==> src/rtl/vram_arb_pkg.sv <==
// Shared types for the VRAM arbiter: grant encoding, default widths and
// the posted-write FIFO entry layout.
package vram_arb_pkg;

    // Default VRAM geometry: 4 KiB of byte-wide words behind the CPU window.
    localparam int DEF_ADDR_W = 12;
    localparam int DEF_DATA_W = 8;

    // Owner of the VRAM port for one cycle.
    typedef enum logic [1:0] {
        GNT_NONE   = 2'd0,
        GNT_GPU    = 2'd1,
        GNT_CPU_WR = 2'd2,
        GNT_CPU_RD = 2'd3
    } grant_t;

    // One posted CPU write at the default geometry.
    typedef struct packed {
        logic [DEF_ADDR_W-1:0] addr;
        logic [DEF_DATA_W-1:0] data;
    } wr_entry_t;

    // A grant that turns into a RAM read (and later a returning rvalid).
    function automatic logic grant_is_read(input grant_t g);
        return (g == GNT_GPU) || (g == GNT_CPU_RD);
    endfunction

endpackage

==> src/rtl/vram_wr_fifo_m.sv <==
// Small synchronous FIFO holding posted CPU writes until an idle VRAM slot.
// Push is refused when full and pop is refused when empty, so the caller
// may present both unconditionally. Pointers wrap naturally because DEPTH
// is a power of two.
module vram_wr_fifo_m
    import vram_arb_pkg::*;
#(
    parameter int DEPTH   = 4,
    parameter int ENTRY_W = DEF_ADDR_W + DEF_DATA_W
) (
    input  logic                     clk,
    input  logic                     rst,
    input  logic                     push,
    input  logic [ENTRY_W-1:0]       push_data,
    input  logic                     pop,
    output logic [ENTRY_W-1:0]       head,
    output logic                     full,
    output logic                     empty,
    output logic [$clog2(DEPTH):0]   level
);

    localparam int PTR_W = $clog2(DEPTH);
    localparam int LVL_W = $clog2(DEPTH) + 1;

    logic [ENTRY_W-1:0] mem_r [DEPTH];
    logic [PTR_W-1:0]   wr_ptr_r;
    logic [PTR_W-1:0]   rd_ptr_r;
    logic [LVL_W-1:0]   level_r;
    logic               do_push_s;
    logic               do_pop_s;

    assign full      = (level_r == LVL_W'(DEPTH));
    assign empty     = (level_r == {LVL_W{1'b0}});
    assign level     = level_r;
    assign head      = mem_r[rd_ptr_r];
    assign do_push_s = push & ~full;
    assign do_pop_s  = pop & ~empty;

    // Pointer and occupancy bookkeeping; push and pop together keep the level.
    always_ff @(posedge clk or posedge rst) begin
        if (rst) begin
            wr_ptr_r <= {PTR_W{1'b0}};
            rd_ptr_r <= {PTR_W{1'b0}};
            level_r  <= {LVL_W{1'b0}};
        end else begin
            if (do_push_s) begin
                wr_ptr_r <= wr_ptr_r + PTR_W'(1);
            end
            if (do_pop_s) begin
                rd_ptr_r <= rd_ptr_r + PTR_W'(1);
            end
            case ({do_push_s, do_pop_s})
                2'b10:   level_r <= level_r + LVL_W'(1);
                2'b01:   level_r <= level_r - LVL_W'(1);
                default: level_r <= level_r;
            endcase
        end
    end

    // Entry storage; cleared on reset so stale writes can never resurface.
    always_ff @(posedge clk or posedge rst) begin
        if (rst) begin
            for (int i = 0; i < DEPTH; i++) begin
                mem_r[i] <= {ENTRY_W{1'b0}};
            end
        end else if (do_push_s) begin
            mem_r[wr_ptr_r] <= push_data;
        end
    end

endmodule

==> src/rtl/vram_arbiter.sv <==
// Arbitrates the single-port VRAM between real-time GPU pixel fetches and
// CPU accesses. GPU reads always win; CPU writes are posted into a FIFO and
// drained in idle slots; CPU reads wait for the FIFO to empty so a read
// always observes every earlier write. All RAM-side signals are registered.
module vram_arbiter
    import vram_arb_pkg::*;
#(
    parameter int ADDR_W       = DEF_ADDR_W,
    parameter int DATA_W       = DEF_DATA_W,
    parameter int FIFO_DEPTH   = 4,
    parameter int STARVE_LIMIT = 64
) (
    input  logic                        clk,
    input  logic                        rst,
    input  logic                        cpu_sel,
    input  logic                        cpu_we,
    input  logic [ADDR_W-1:0]           cpu_addr,
    input  logic [DATA_W-1:0]           cpu_wdata,
    output logic                        cpu_ready,
    output logic [DATA_W-1:0]           cpu_rdata,
    output logic                        cpu_rvalid,
    input  logic                        gpu_req,
    input  logic [ADDR_W-1:0]           gpu_addr,
    output logic [DATA_W-1:0]           gpu_rdata,
    output logic                        gpu_rvalid,
    output logic [ADDR_W-1:0]           vram_addr,
    output logic [DATA_W-1:0]           vram_wdata,
    output logic                        vram_we,
    output logic                        vram_re,
    input  logic [DATA_W-1:0]           vram_rdata,
    output logic [$clog2(FIFO_DEPTH):0] fifo_level,
    output logic                        cpu_starved
);

    localparam int ENTRY_W = ADDR_W + DATA_W;
    localparam int CNT_W   = $clog2(STARVE_LIMIT + 1);

    typedef struct packed {
        logic [ADDR_W-1:0] addr;
        logic [DATA_W-1:0] data;
    } entry_t;

    grant_t             grant_s;
    grant_t             tag_r;
    entry_t             push_entry_s;
    entry_t             head_s;
    logic [ENTRY_W-1:0] head_bits_s;
    logic               push_s;
    logic               pop_s;
    logic               full_s;
    logic               empty_s;
    logic               cpu_rd_req_s;
    logic               cpu_rd_busy_s;
    logic               blocked_s;
    logic               starve_hit_s;
    logic [CNT_W-1:0]   starve_cnt_r;

    // A CPU read occupies the RAM cycle right after its grant; while that
    // read is on the RAM port a second read must not be granted.
    assign cpu_rd_req_s  = cpu_sel & ~cpu_we;
    assign cpu_rd_busy_s = vram_re & (tag_r == GNT_CPU_RD);

    // Fixed-priority grant: GPU, then FIFO drain, then a CPU read.
    always_comb begin
        grant_s = GNT_NONE;
        if (gpu_req) begin
            grant_s = GNT_GPU;
        end else if (!empty_s) begin
            grant_s = GNT_CPU_WR;
        end else if (cpu_rd_req_s && !cpu_rd_busy_s) begin
            grant_s = GNT_CPU_RD;
        end else begin
            grant_s = GNT_NONE;
        end
    end

    // Full FIFO refuses the push outright, even when a pop frees a slot
    // in the same cycle.
    assign push_s       = cpu_sel & cpu_we & ~full_s;
    assign pop_s        = (grant_s == GNT_CPU_WR);
    assign cpu_ready    = push_s | (grant_s == GNT_CPU_RD);
    assign push_entry_s = {cpu_addr, cpu_wdata};
    assign head_s       = entry_t'(head_bits_s);

    vram_wr_fifo_m #(
        .DEPTH   (FIFO_DEPTH),
        .ENTRY_W (ENTRY_W)
    ) u_wr_fifo (
        .clk       (clk),
        .rst       (rst),
        .push      (push_s),
        .push_data (push_entry_s),
        .pop       (pop_s),
        .head      (head_bits_s),
        .full      (full_s),
        .empty     (empty_s),
        .level     (fifo_level)
    );

    // Register the winning access onto the RAM port and remember its owner.
    always_ff @(posedge clk or posedge rst) begin
        if (rst) begin
            vram_addr  <= {ADDR_W{1'b0}};
            vram_wdata <= {DATA_W{1'b0}};
            vram_we    <= 1'b0;
            vram_re    <= 1'b0;
            tag_r      <= GNT_NONE;
        end else begin
            vram_we <= (grant_s == GNT_CPU_WR);
            vram_re <= grant_is_read(grant_s);
            tag_r   <= grant_s;
            case (grant_s)
                GNT_GPU: begin
                    vram_addr <= gpu_addr;
                end
                GNT_CPU_WR: begin
                    vram_addr  <= head_s.addr;
                    vram_wdata <= head_s.data;
                end
                GNT_CPU_RD: begin
                    vram_addr <= cpu_addr;
                end
                default: begin
                    vram_addr  <= vram_addr;
                    vram_wdata <= vram_wdata;
                end
            endcase
        end
    end

    // Steer the returning RAM data to whichever channel issued the read.
    always_ff @(posedge clk or posedge rst) begin
        if (rst) begin
            gpu_rvalid <= 1'b0;
            gpu_rdata  <= {DATA_W{1'b0}};
            cpu_rvalid <= 1'b0;
            cpu_rdata  <= {DATA_W{1'b0}};
        end else begin
            gpu_rvalid <= vram_re & (tag_r == GNT_GPU);
            cpu_rvalid <= vram_re & (tag_r == GNT_CPU_RD);
            if (vram_re && (tag_r == GNT_GPU)) begin
                gpu_rdata <= vram_rdata;
            end
            if (vram_re && (tag_r == GNT_CPU_RD)) begin
                cpu_rdata <= vram_rdata;
            end
        end
    end

    // CPU work is blocked when the GPU holds the port while writes are
    // queued or a read is waiting.
    assign blocked_s    = gpu_req & (~empty_s | cpu_rd_req_s);
    assign starve_hit_s = blocked_s & (starve_cnt_r >= CNT_W'(STARVE_LIMIT - 1));

    // Saturating count of consecutive blocked cycles; any unblocked cycle clears it.
    always_ff @(posedge clk or posedge rst) begin
        if (rst) begin
            starve_cnt_r <= {CNT_W{1'b0}};
        end else if (blocked_s) begin
            if (starve_cnt_r != CNT_W'(STARVE_LIMIT)) begin
                starve_cnt_r <= starve_cnt_r + CNT_W'(1);
            end else begin
                starve_cnt_r <= starve_cnt_r;
            end
        end else begin
            starve_cnt_r <= {CNT_W{1'b0}};
        end
    end

    // Sticky starvation flag, set in step with the count reaching the limit.
    always_ff @(posedge clk or posedge rst) begin
        if (rst) begin
            cpu_starved <= 1'b0;
        end else if (starve_hit_s) begin
            cpu_starved <= 1'b1;
        end else begin
            cpu_starved <= cpu_starved;
        end
    end

endmodule

==> config.mk <==
export PLATFORM = sky130hd
export DESIGN_NAME = vram_arbiter
export DESIGN_NICKNAME = d
export VERILOG_FILES = /design/src/rtl/vram_arb_pkg.sv /design/src/rtl/vram_wr_fifo_m.sv /design/src/rtl/vram_arbiter.sv
export SDC_FILE = /design/constraint.sdc
export NUM_CORES = 1
export LEC_CHECK = 0
export BUFFER_PORTS_ARGS = -buffer_cell sky130_fd_sc_hd__buf_2
export CORE_ASPECT_RATIO = 0.6
export CORE_UTILIZATION = 60
export CTS_BUF_LIST = sky130_fd_sc_hd__clkbuf_4
export DETAILED_ROUTE_END_ITERATION = 10
export HOLD_SLACK_MARGIN = 0.1
export PLACE_DENSITY = 0.86
export SYNTH_ARGS = -nofsm -noshare
export SYNTH_HDL_FRONTEND = slang
export SYNTH_SLANG_ARGS = --single-unit
==> constraint.sdc <==
create_clock -name clk -period 12.3 [get_ports clk]
set_clock_uncertainty 0.15 [all_clocks]
set_input_delay 0.615 -clock clk [delete_from_list [all_inputs] [get_ports clk]]
set_output_delay 0.615 -clock clk [all_outputs]
set_load 0.05 [all_outputs]
; Word-level counts from Yosys, hierarchy flattened
; Index checks and enable logic that the tools add are counted.
[totals]
output_inout_bits = 45
word_cells = 75
regBits = 137
[classes]
n_eq_ne = 10
mux = 13
n_reduce_logical = 9
bitwise = 16
add_sub_neg = 5
order_cmp = 4
[op_table]
columns = operator, count
row1 = bitwise mux 80 bit, 1
row2 = 2-to-1 mux 20 bit, 3
row3 = binary-select mux 20 bit (select 2 bit), 1
row4 = demux 20 bit (select 2 bit), 1
row5 = one-hot mux 12 bit (3 select lines), 1
row6 = 2-to-1 mux 7 bit, 2
row7 = AND 1 bit, 9
row8 = "== test 2 bit, second input constant", 4
row9 = "adder 7 x 1 -> 7 bit, second input constant", 1
row10 = "greater-or-equal comparator 7 x 6 -> 1 bit, second input constant", 1
row11 = "!= test 7 bit, second input constant", 1
row12 = "== test 2 x 1 -> 1 bit, second input constant", 3
row13 = "greater-or-equal comparator 3 bit, second input constant", 2
row14 = 2-to-1 mux 2 bit, 3
row15 = NOT 2 -> 3 bit, 2
row16 = one-hot mux 3 bit (2 select lines), 1
row17 = "adder 2 x 1 -> 2 bit, second input constant", 2
row18 = logical AND 1 bit, 4
row19 = "adder 3 x 1 -> 3 bit, second input constant", 1
row20 = "== test 3 bit, second input constant", 1
row21 = logical NOT 3 bit, 1
row22 = "< comparator 3 x 1 -> 1 bit, second input constant", 1
row23 = NOT 1 bit, 3
row24 = nonzero test 3 bit, 1
row25 = 6 further kinds, 7

; Logic depth before layout (Yosys ltp)
; Gate-level depths: netlist (run 1).
[logic_depth]
depth_word = 11
ltp_mapped = 10

; Modules after synthesis
; A second synthesis (run 1) with hierarchy kept.
[hier_totals]
cells_unflattened = 414
hier_area_um2 = 6002.0
[by_module_without_submodules]
columns = module, cells_per_inst, area_per_inst_um2, instances
row1 = vram_wr_fifo_m, 233, 3893.7, 1
row2 = vram_arbiter, 181, 2108.3, 1

; Least setup slack after synthesis (run 1)
; No wires, ideal clock.
[synth_path]
path_type = flip-flop to output port
start = register u_wr_fifo.level_r[0], in the netlist u_wr_fifo.level[0]
end = output port cpu_ready
slack_ns = 9.643
required_time_ns = 11.535
stages_incl_launch_ff = 5
arrival_time_ns = 1.892
cell_sequence = dfrtp_1 -> or3_4 -> or3_1 -> buf_6 -> nand2_1
[synth_via]
elab_chain_cells = 5
word_cells_on_any_way = 8
classes_between = 2 x eq/ne / 2 x mux / 3 x bitwise / 1 x reduce/logical
[synth_lines]
columns = item, line_no
row1 = from (decl), vram_wr_fifo_m.sv:28  ; logic [LVL_W-1:0] level_r;
row2 = from (signal assigned), vram_wr_fifo_m.sv:44  ; level_r <= {LVL_W{1'b0}};
row3 = from (signal assigned), vram_wr_fifo_m.sv:53  ; 2'b10: level_r <= level_r + LVL_W'(1);
row4 = from (signal assigned), vram_wr_fifo_m.sv:54  ; 2'b01: level_r <= level_r - LVL_W'(1);
row5 = logical NOT 3 bit, vram_wr_fifo_m.sv:33  ; assign empty = (level_r == {LVL_W{1'b0}});
row6 = 2-to-1 mux 2 bit, vram_arbiter.sv:68  ; end else if (!empty_s) begin
row7 = 2-to-1 mux 2 bit, vram_arbiter.sv:66  ; if (gpu_req) begin
row8 = == test 2 bit, vram_arbiter.sv:81  ; assign cpu_ready = push_s | (grant_s == GNT_CPU_RD);
row9 = bitwise OR 1 bit (*), vram_arbiter.sv:81
row10 = to (decl), vram_arbiter.sv:19  ; output logic cpu_ready,
; Mark *: on every way between the ends. The rest lies on a longest branch, timed or not.

; Final worst setup path (run 1)
[layout_path]
start = register tag_r[0]
end = output port cpu_ready
[layout_via]
elab_chain_cells = 9
[layout_lines]
columns = item, line_no
row1 = from (decl), vram_arbiter.sv:44  ; grant_t tag_r;
row2 = from (signal assigned), vram_arbiter.sv:111  ; tag_r <= grant_s;
row3 = == test 2 bit, vram_arbiter.sv:61  ; assign cpu_rd_busy_s = vram_re & (tag_r == GNT_CPU_RD);
row4 = AND 1 bit, vram_arbiter.sv:61
row5 = logical NOT 1 bit, vram_arbiter.sv:70  ; end else if (cpu_rd_req_s && !cpu_rd_busy_s) begin
row6 = logical AND 1 bit, vram_arbiter.sv:70
row7 = 2-to-1 mux 2 bit, vram_arbiter.sv:70
row8 = 2-to-1 mux 2 bit, vram_arbiter.sv:68
row9 = 2-to-1 mux 2 bit, vram_arbiter.sv:66
row10 = == test 2 bit, vram_arbiter.sv:81
row11 = bitwise OR 1 bit, vram_arbiter.sv:81
; No other way between the ends.

==> results of run 1 <==
## synthesized netlist by cell type (5+ instances only)
cell / instances
mux4_1: 8
xor2_1: 7
mux2_2: 104
nand2_1: 15
mux2i_1: 5
dfrtp_1: 136
a21oi_1: 20
o221a_1: 8
nand3_1: 5
clkbuf_1: 8
inv_1: 10
buf_2: 8
nand2b_1: 11
mux4_2: 12
nor2_1: 19
ha_1: 7
## kinds of logic (layout without fill, tap and decap cells)
kind of cell | count (synthesis) | in the layout | share of synthesized area, %
AOI/OAI and AO/OA | 39 | 39 | 4.508
xor gates and xnor gates | 11 | 11 | 1.599
adders and majority gates | 8 | 8 | 1.786
buffers and inverters | 32 | 136 | 2.659
DFF | 136 | 136 | 56.50
muxes | 129 | 129 | 28.25
and+or+nand+nor | 59 | 59 | 4.695
## path summary, 6_finish.rpt
path | startpoint | endpoint | depth (start not counted)
worst max-delay path | tag_r[0]$_DFF_PP0_ | cpu_ready | 5
worst min-delay path | gpu_addr[10] | vram_addr[10]$_DFFE_PP0P_ | 3
worst max register to register | u_wr_fifo.level[0]$_DFFE_PP0P_ | u_wr_fifo.mem_r[73]$_DFFE_PP0P_ | 4
worst min register to register | cpu_starved$_DFFE_PP0P_ | cpu_starved$_DFFE_PP0P_ | 1
max in group asynchronous | rst | tag_r[1]$_DFF_PP0_ | 4
min in group asynchronous | rst | starve_cnt_r[6]$_DFFE_PP0P_ | 3
## worst reg2reg max path, stage by stage (launching register included)
cell and delay, ns:
dfrtp_1 0.50, nor2_1 0.10, a21oi_2 0.35, and2_1 0.97, mux2_2 0.44
## power by group
| part | switching [W] | internal, W |
|---|---|---|
| Combinational | 0.000423 | 0.000354 |
| Sequential | 0.000135 | 0.000645 |
| Clock | 0.000170 | 0.000145 |
## routing by layer
| metal | up-vias | wire (µm) |
|---|---|---|
| met5 | - | 0 |
| met1 | 1892 | 5518 |
| met2 | 139 | 5757 |
| met3 | 17 | 849 |
| li1 | 1683 | - |
| met4 | 0 | 148 |
## what timing repair did
action | CTS | global route
resized for setup | 0 | 0
hold buffers | 1 | 0
endpoints found under the hold margin | 59 | 0
setup endpoints to repair | 0 | 0
## final cells by class
type	instances	area [µm²]	share of cell area, %
inverters	10	42.54	0.6194
multi-input cells	246	2465	35.89
flip-flops and latches	136	3403	49.55
clock buffers	18	135.1	1.968
repair buffers	94	485.5	7.069
clock inverters	14	173.9	2.532
well taps	130	162.7	2.368
## sequential cells by signal (all words and copies together), names as in the netlist
name and count:
u_wr_fifo.mem_r 80, vram_addr 12, cpu_rdata 8, gpu_rdata 8
vram_wdata 8, starve_cnt_r 7, u_wr_fifo.level 3, tag_r 2
u_wr_fifo.rd_ptr_r 2, u_wr_fifo.wr_ptr_r 2, cpu_rvalid 1, cpu_starved 1
gpu_rvalid 1, vram_we 1
## per-stage QoR
stage | worst slack, ns | instances | utilization (%) | power [W]
3_5_place_dp | 8.729 | 615 | 69.23 | 0.001573
3_3_place_gp | 8.793 | 615 | 69.23 | 0.001523
5_1_grt | 8.481 | 648 | 72.61 | 0.001976
2_1_floorplan | 7.896 | 414 | - | 0.001385
4_1_cts | 8.607 | 648 | 72.61 | 0.001887
6_report | 8.646 | 648 | 72.61 | 0.001872
==> results.py, run 1 <==
metrics = {
    "cells_and_area": {
        "final_nets": 558,
        "final_cell_mix": "dfrtp_1, mux2_2, buf_2, a21oi_1, nor2_1",
        "fin_area_um2": 6868,
        "fillers": 652,
        "final_common_cell": "dfrtp_1",
        "n_antenna_cell": 0,
        "area_delta_synth_final_pct": 14.02,
        "drive_above_1_share_pct": 47.49,
    },
    "synthesis": {
        "synth_seq_cells": 136,
        "yosysSeqAreaShare_pct": 56.50,
        "synth_top_cell_area_share_pct": 56.50,
        "synth_area_leaders": "dfrtp_1, mux2_2, mux4_2, mux4_1, a21oi_1",
        "ys_warn_count": 0,
        "syn_area_um2": 6023,
        "synth.largest_area_cell": "dfrtp_1",
        "yosysUniqueCellTypes": 37,
        "synth_edf_count": 0,
        "syn-num-nets": 467,
        "avgSynthCellArea_um2": 14.55,
        "synthCells": 414,
        "async_flop_share_pct": 100.0,
        "dominantRegCellSynth": "dfrtp_1",
    },
    "global_route": {
        "grt_pass1_wl_um": 20090,
        "grtUsageTotal_pct": 25.81,
        "grt_pass1_vias": 3905,
        "antenna_found_initial": 0,
        "overflow": 0,
        "use_met2_pct": 39.84,
        "grtUsageMet1_pct": 35.67,
        "grt_max_degree": 78,
        "met3_usage_pct": 6.476,
        "busiest_layer": "met2",
    },
    "setup_path": {
        "critical-path-max-stage-delay_ns": 0.60,
        "worstSetupStartpointType": "flop",
        "cp.required_ns": 11.53,
        "path_cells": "nand2_1, nand2_1, or3_1, nand2_1, buf_2",
        "critPathArrivalTime_ns": 2.89,
        "cp_common_cell": "nand2_1",
        "cp_slowest_cell": "or3_1",
        "cp-end-kind": "output pin",
        "crit_fanout": 19,
        "path_buf_inv": 1,
        "worstSetupPathType": "reg -> out",
        "r2r_slack_ns": 9.68,
        "crit_family": "simple AND/OR/NAND/NOR gates",
    },
    "power_and_ir_drop": {
        "vdd.ir_drop.worst_v": 0.0001594,
        "cellLeakagePower_nw": 3.166,
        "p_per_area_nw_per_um2": 272.6,
    },
    "cts": {
        "clk_pin_slew_ns": 0.12,
        "root_buffer": "clkbuf_4",
        "cts_buffers": 17,
        "clock_path_buffers": 2,
        "clock_latency_ns": 0.53,
        "cts_max_level": 4,
        "cts_tree": "yes",
        "post-cts-setup-buffers": 0,
        "clock_sinks": 136,
    },
    "place": {
        "io_buffer_count": 89,
        "dpl_cell_area_um2": 6549,
        "dp_hpwl_um": 8155,
        "place.gp.congestion": 0.7701,
    },
    "die": {
        "dieArea_um2": 10460,
        "io_pins": 90,
        "core.rowCount": 27,
        "die_x_um": 131.4,
        "core_area_um2": 9459,
        "die-height_um": 79.61,
        "start_util_pct": 63.68,
    },
    "timing": {
        "rsz0062_at_grt": "no",
        "fmaxAchievable_ghz": 0.2737,
        "tightest_slew_ns": 1.176,
        "hold_slack_ns": 0.1680,
        "setup_viol": 0,
        "fin_setup_tns_ns": 0,
        "hold_viol_final": 0,
        "final.min_clock_period_ns": 3.654,
        "slew_viol_final": 0,
        "post-route-period-util_pct": 29.70,
        "maxSlewHeadroom_pct": 21.59,
    },
    "flow_run": {
        "max_cap_violations": 0,
    },
    "worst_hold_path": {
        "hold_path_class": "in -> reg",
    },
    "detailed_routing": {
        "post_drt_via_cell_ratio": 5.758,
        "drt-initial-drc-count": 201,
        "drtPass1Iterations": 5,
        "drc_errors": 0,
        "vias": 3731,
        "wl_per_cell_um": 18.94,
        "routed_wl_um": 12270,
        "drt.antenna.violating_nets": 0,
    },
    "run_status": {
        "outcome": "completed",
    },
}
Power figures use the tool's default switching activity.
==> run 2, diff against run 1 <==
CORE_UTILIZATION = 59   (was 60)
PLACE_DENSITY = 0.85   (was 0.86)
clock period = 3.4 ns   (was 12.3 ns; I/O delays follow)
==> results.py, run 2 (synthesized netlist as in run 1, its figures left out) <==
metrics = {
    "detailed_routing": {
        "drc_errors": 0,
        "vias": 4130,
        "post_drt_via_cell_ratio": 5.720,
        "routed_wl_um": 13640,
        "drtPass1Iterations": 5,
        "wl_per_cell_um": 18.89,
        "drt.antenna.violating_nets": 0,
        "drt-initial-drc-count": 220,
    },
    "global_route": {
        "grt_pass1_vias": 4346,
        "grtUsageTotal_pct": 28.16,
        "antenna_found_initial": 0,
        "overflow": 0,
        "grt_pass1_wl_um": 22190,
        "grt_max_degree": 55,
    },
    "cts": {
        "cts_max_level": 4,
        "root_buffer": "clkbuf_4",
        "clock_latency_ns": 0.53,
        "cts_tree": "yes",
        "ctsResizeCount": 0,
        "clock_sinks": 136,
        "clk_pin_slew_ns": 0.12,
        "cts_buffers": 17,
        "clock_path_buffers": 2,
    },
    "timing": {
        "fin_setup_tns_ns": 0,
        "final.min_clock_period_ns": 2.867,
        "slew_viol_final": 0,
        "fmaxAchievable_ghz": 0.3488,
        "maxSlewHeadroom_pct": 24.63,
        "setup_viol": 0,
        "hold_viol_final": 0,
        "rsz0062_at_grt": "no",
        "tightest_slew_ns": 1.128,
        "post-route-period-util_pct": 84.31,
    },
    "cells_and_area": {
        "drive_above_1_share_pct": 42.59,
        "regMostFlops": "u_wr_fifo.mem_r",
        "area_delta_synth_final_pct": 25.53,
        "final_common_cell": "dfrtp_1",
        "finalNonFillerCells": 722,
        "final_nets": 628,
        "n_antenna_cell": 0,
        "largest_register_ffs": 80,
        "largestRegisters": "u_wr_fifo.mem_r (80), vram_addr (12)",
        "final_cell_mix": "dfrtp_1, mux2_2, buf_2, dlygate4sd3_1, a21oi_1",
        "fin_area_um2": 7561,
    },
    "setup_path": {
        "critical-path-max-stage-delay_ns": 0.63,
        "crit_family": "simple AND/OR/NAND/NOR gates",
        "crit_cells": 8,
        "cp.required_ns": 3.08,
        "critPathArrivalTime_ns": 2.55,
        "crit_fanout": 11,
        "cp-end-kind": "output pin",
        "worstSetupPathType": "in -> out",
        "path_buf_inv": 4,
        "reg2reg_depth": 6,
        "worstSetupStartpointType": "input pin",
        "cp_slowest_cell": "or3_1",
        "path_cells": "dlygate4sd3_1, buf_2, nor2b_1, buf_4, nand2_1, or3_1, nand2_1, buf_2",
    },
    "power_and_ir_drop": {
        "cellLeakagePower_nw": 3.447,
        "vdd.ir_drop.worst_v": 0.0005806,
        "total_power_w": 0.006958,
        "p_per_area_nw_per_um2": 920.2,
    },
    "die": {
        "core_area_um2": 9879,
        "io_pins": 90,
        "start_util_pct": 60.97,
        "die-height_um": 80.27,
        "dieArea_um2": 10630,
        "core.rowCount": 28,
        "die_x_um": 132.4,
    },
    "place": {
        "dpl_cell_area_um2": 6624,
        "dp_cells": 626,
        "io_buffer_count": 89,
        "place.gp.congestion": 0.8047,
        "dp_hpwl_um": 8195,
    },
    "flow_run": {
        "max_cap_violations": 0,
    },
    "run_status": {
        "outcome": "completed",
    },
    "worst_hold_path": {
        "hold_path_depth": 3,
        "hold_path_class": "in -> reg",
    },
}
[run 2: cell count changes in the layout (fill, tap and decap cells not counted), sizes merged]
| cell | delta |
|---|---|
| dlygate4sd3 | +64 |
| clkinv | +4 |
| clkbuf | -1 |
| buf | +6 |
| inv | -4 |
[run 2: metal layers]
layer	wire (µm)	part of all wire (%)	vias up	track usage, %
met4	286	2.1	0	12.53
li1	-	-	1825	-
met5	0	0	-	0
met2	6477	47	160	46.05
met3	773	5.7	27	6.944
met1	6100	45	2118	36.29
[run 2: metrics by stage]
stage	hold WS, ns	setup WS (ns)	utilization [%]
3_5_place_dp	0.2553	0.9723	67.05
6_report	0.2729	0.5333	76.53
2_1_floorplan	0.1577	1.003	-
3_3_place_gp	0.2517	1.090	67.05
4_1_cts	0.2265	0.5608	76.53
5_1_grt	0.2348	0.4444	76.53
[run 2: what timing repair did]
action / in CTS / in global routing
hold endpoints to repair: 159 / 0
setup endpoints to repair: 0 / 0
buffers inserted: 0 / 0
hold buffers: 65 / 0
[run 2: path summary, 6_finish.rpt]
check	from	slack (ns)	to
worst max-delay path	cpu_we	0.53	cpu_ready
worst max register to register	u_wr_fifo.rd_ptr_r[0]$_DFFE_PP0P_	0.59	vram_addr[5]$_DFFE_PP0P_
worst min-delay path	vram_rdata[1]	0.27	cpu_rdata[1]$_DFFE_PP0P_
max in group asynchronous	rst	1.96	u_wr_fifo.mem_r[76]$_DFFE_PP0P_
worst min register to register	cpu_starved$_DFFE_PP0P_	0.33	cpu_starved$_DFFE_PP0P_
min in group asynchronous	rst	0.32	vram_wdata[4]$_DFFE_PP0P_
[run 2: worst min-delay path: cells and delay by family]
kind | cells | cell delay, ns
muxes | 1 | 0.13
buffers and inverters | 2 | 0.63
[run 2: final cells by class]
cell class                      instances  area, µm²
Multi-Input combinational cell        246       2465
Sequential cell                       136       3403
Timing Repair Buffer                  164       1196
Inverter                               10      41.29
Clock buffer                           17      127.6
Clock inverter                         14      158.9
Tap cell                              135      168.9
Fill cell                             604       2318
[run 2: report_power, final]
group | internal, W | switching, W
clock network | 0.000498 | 0.000592
logic | 0.00142 | 0.00164
registers | 0.00234 | 0.000471
total | 0.00425 | 0.00270
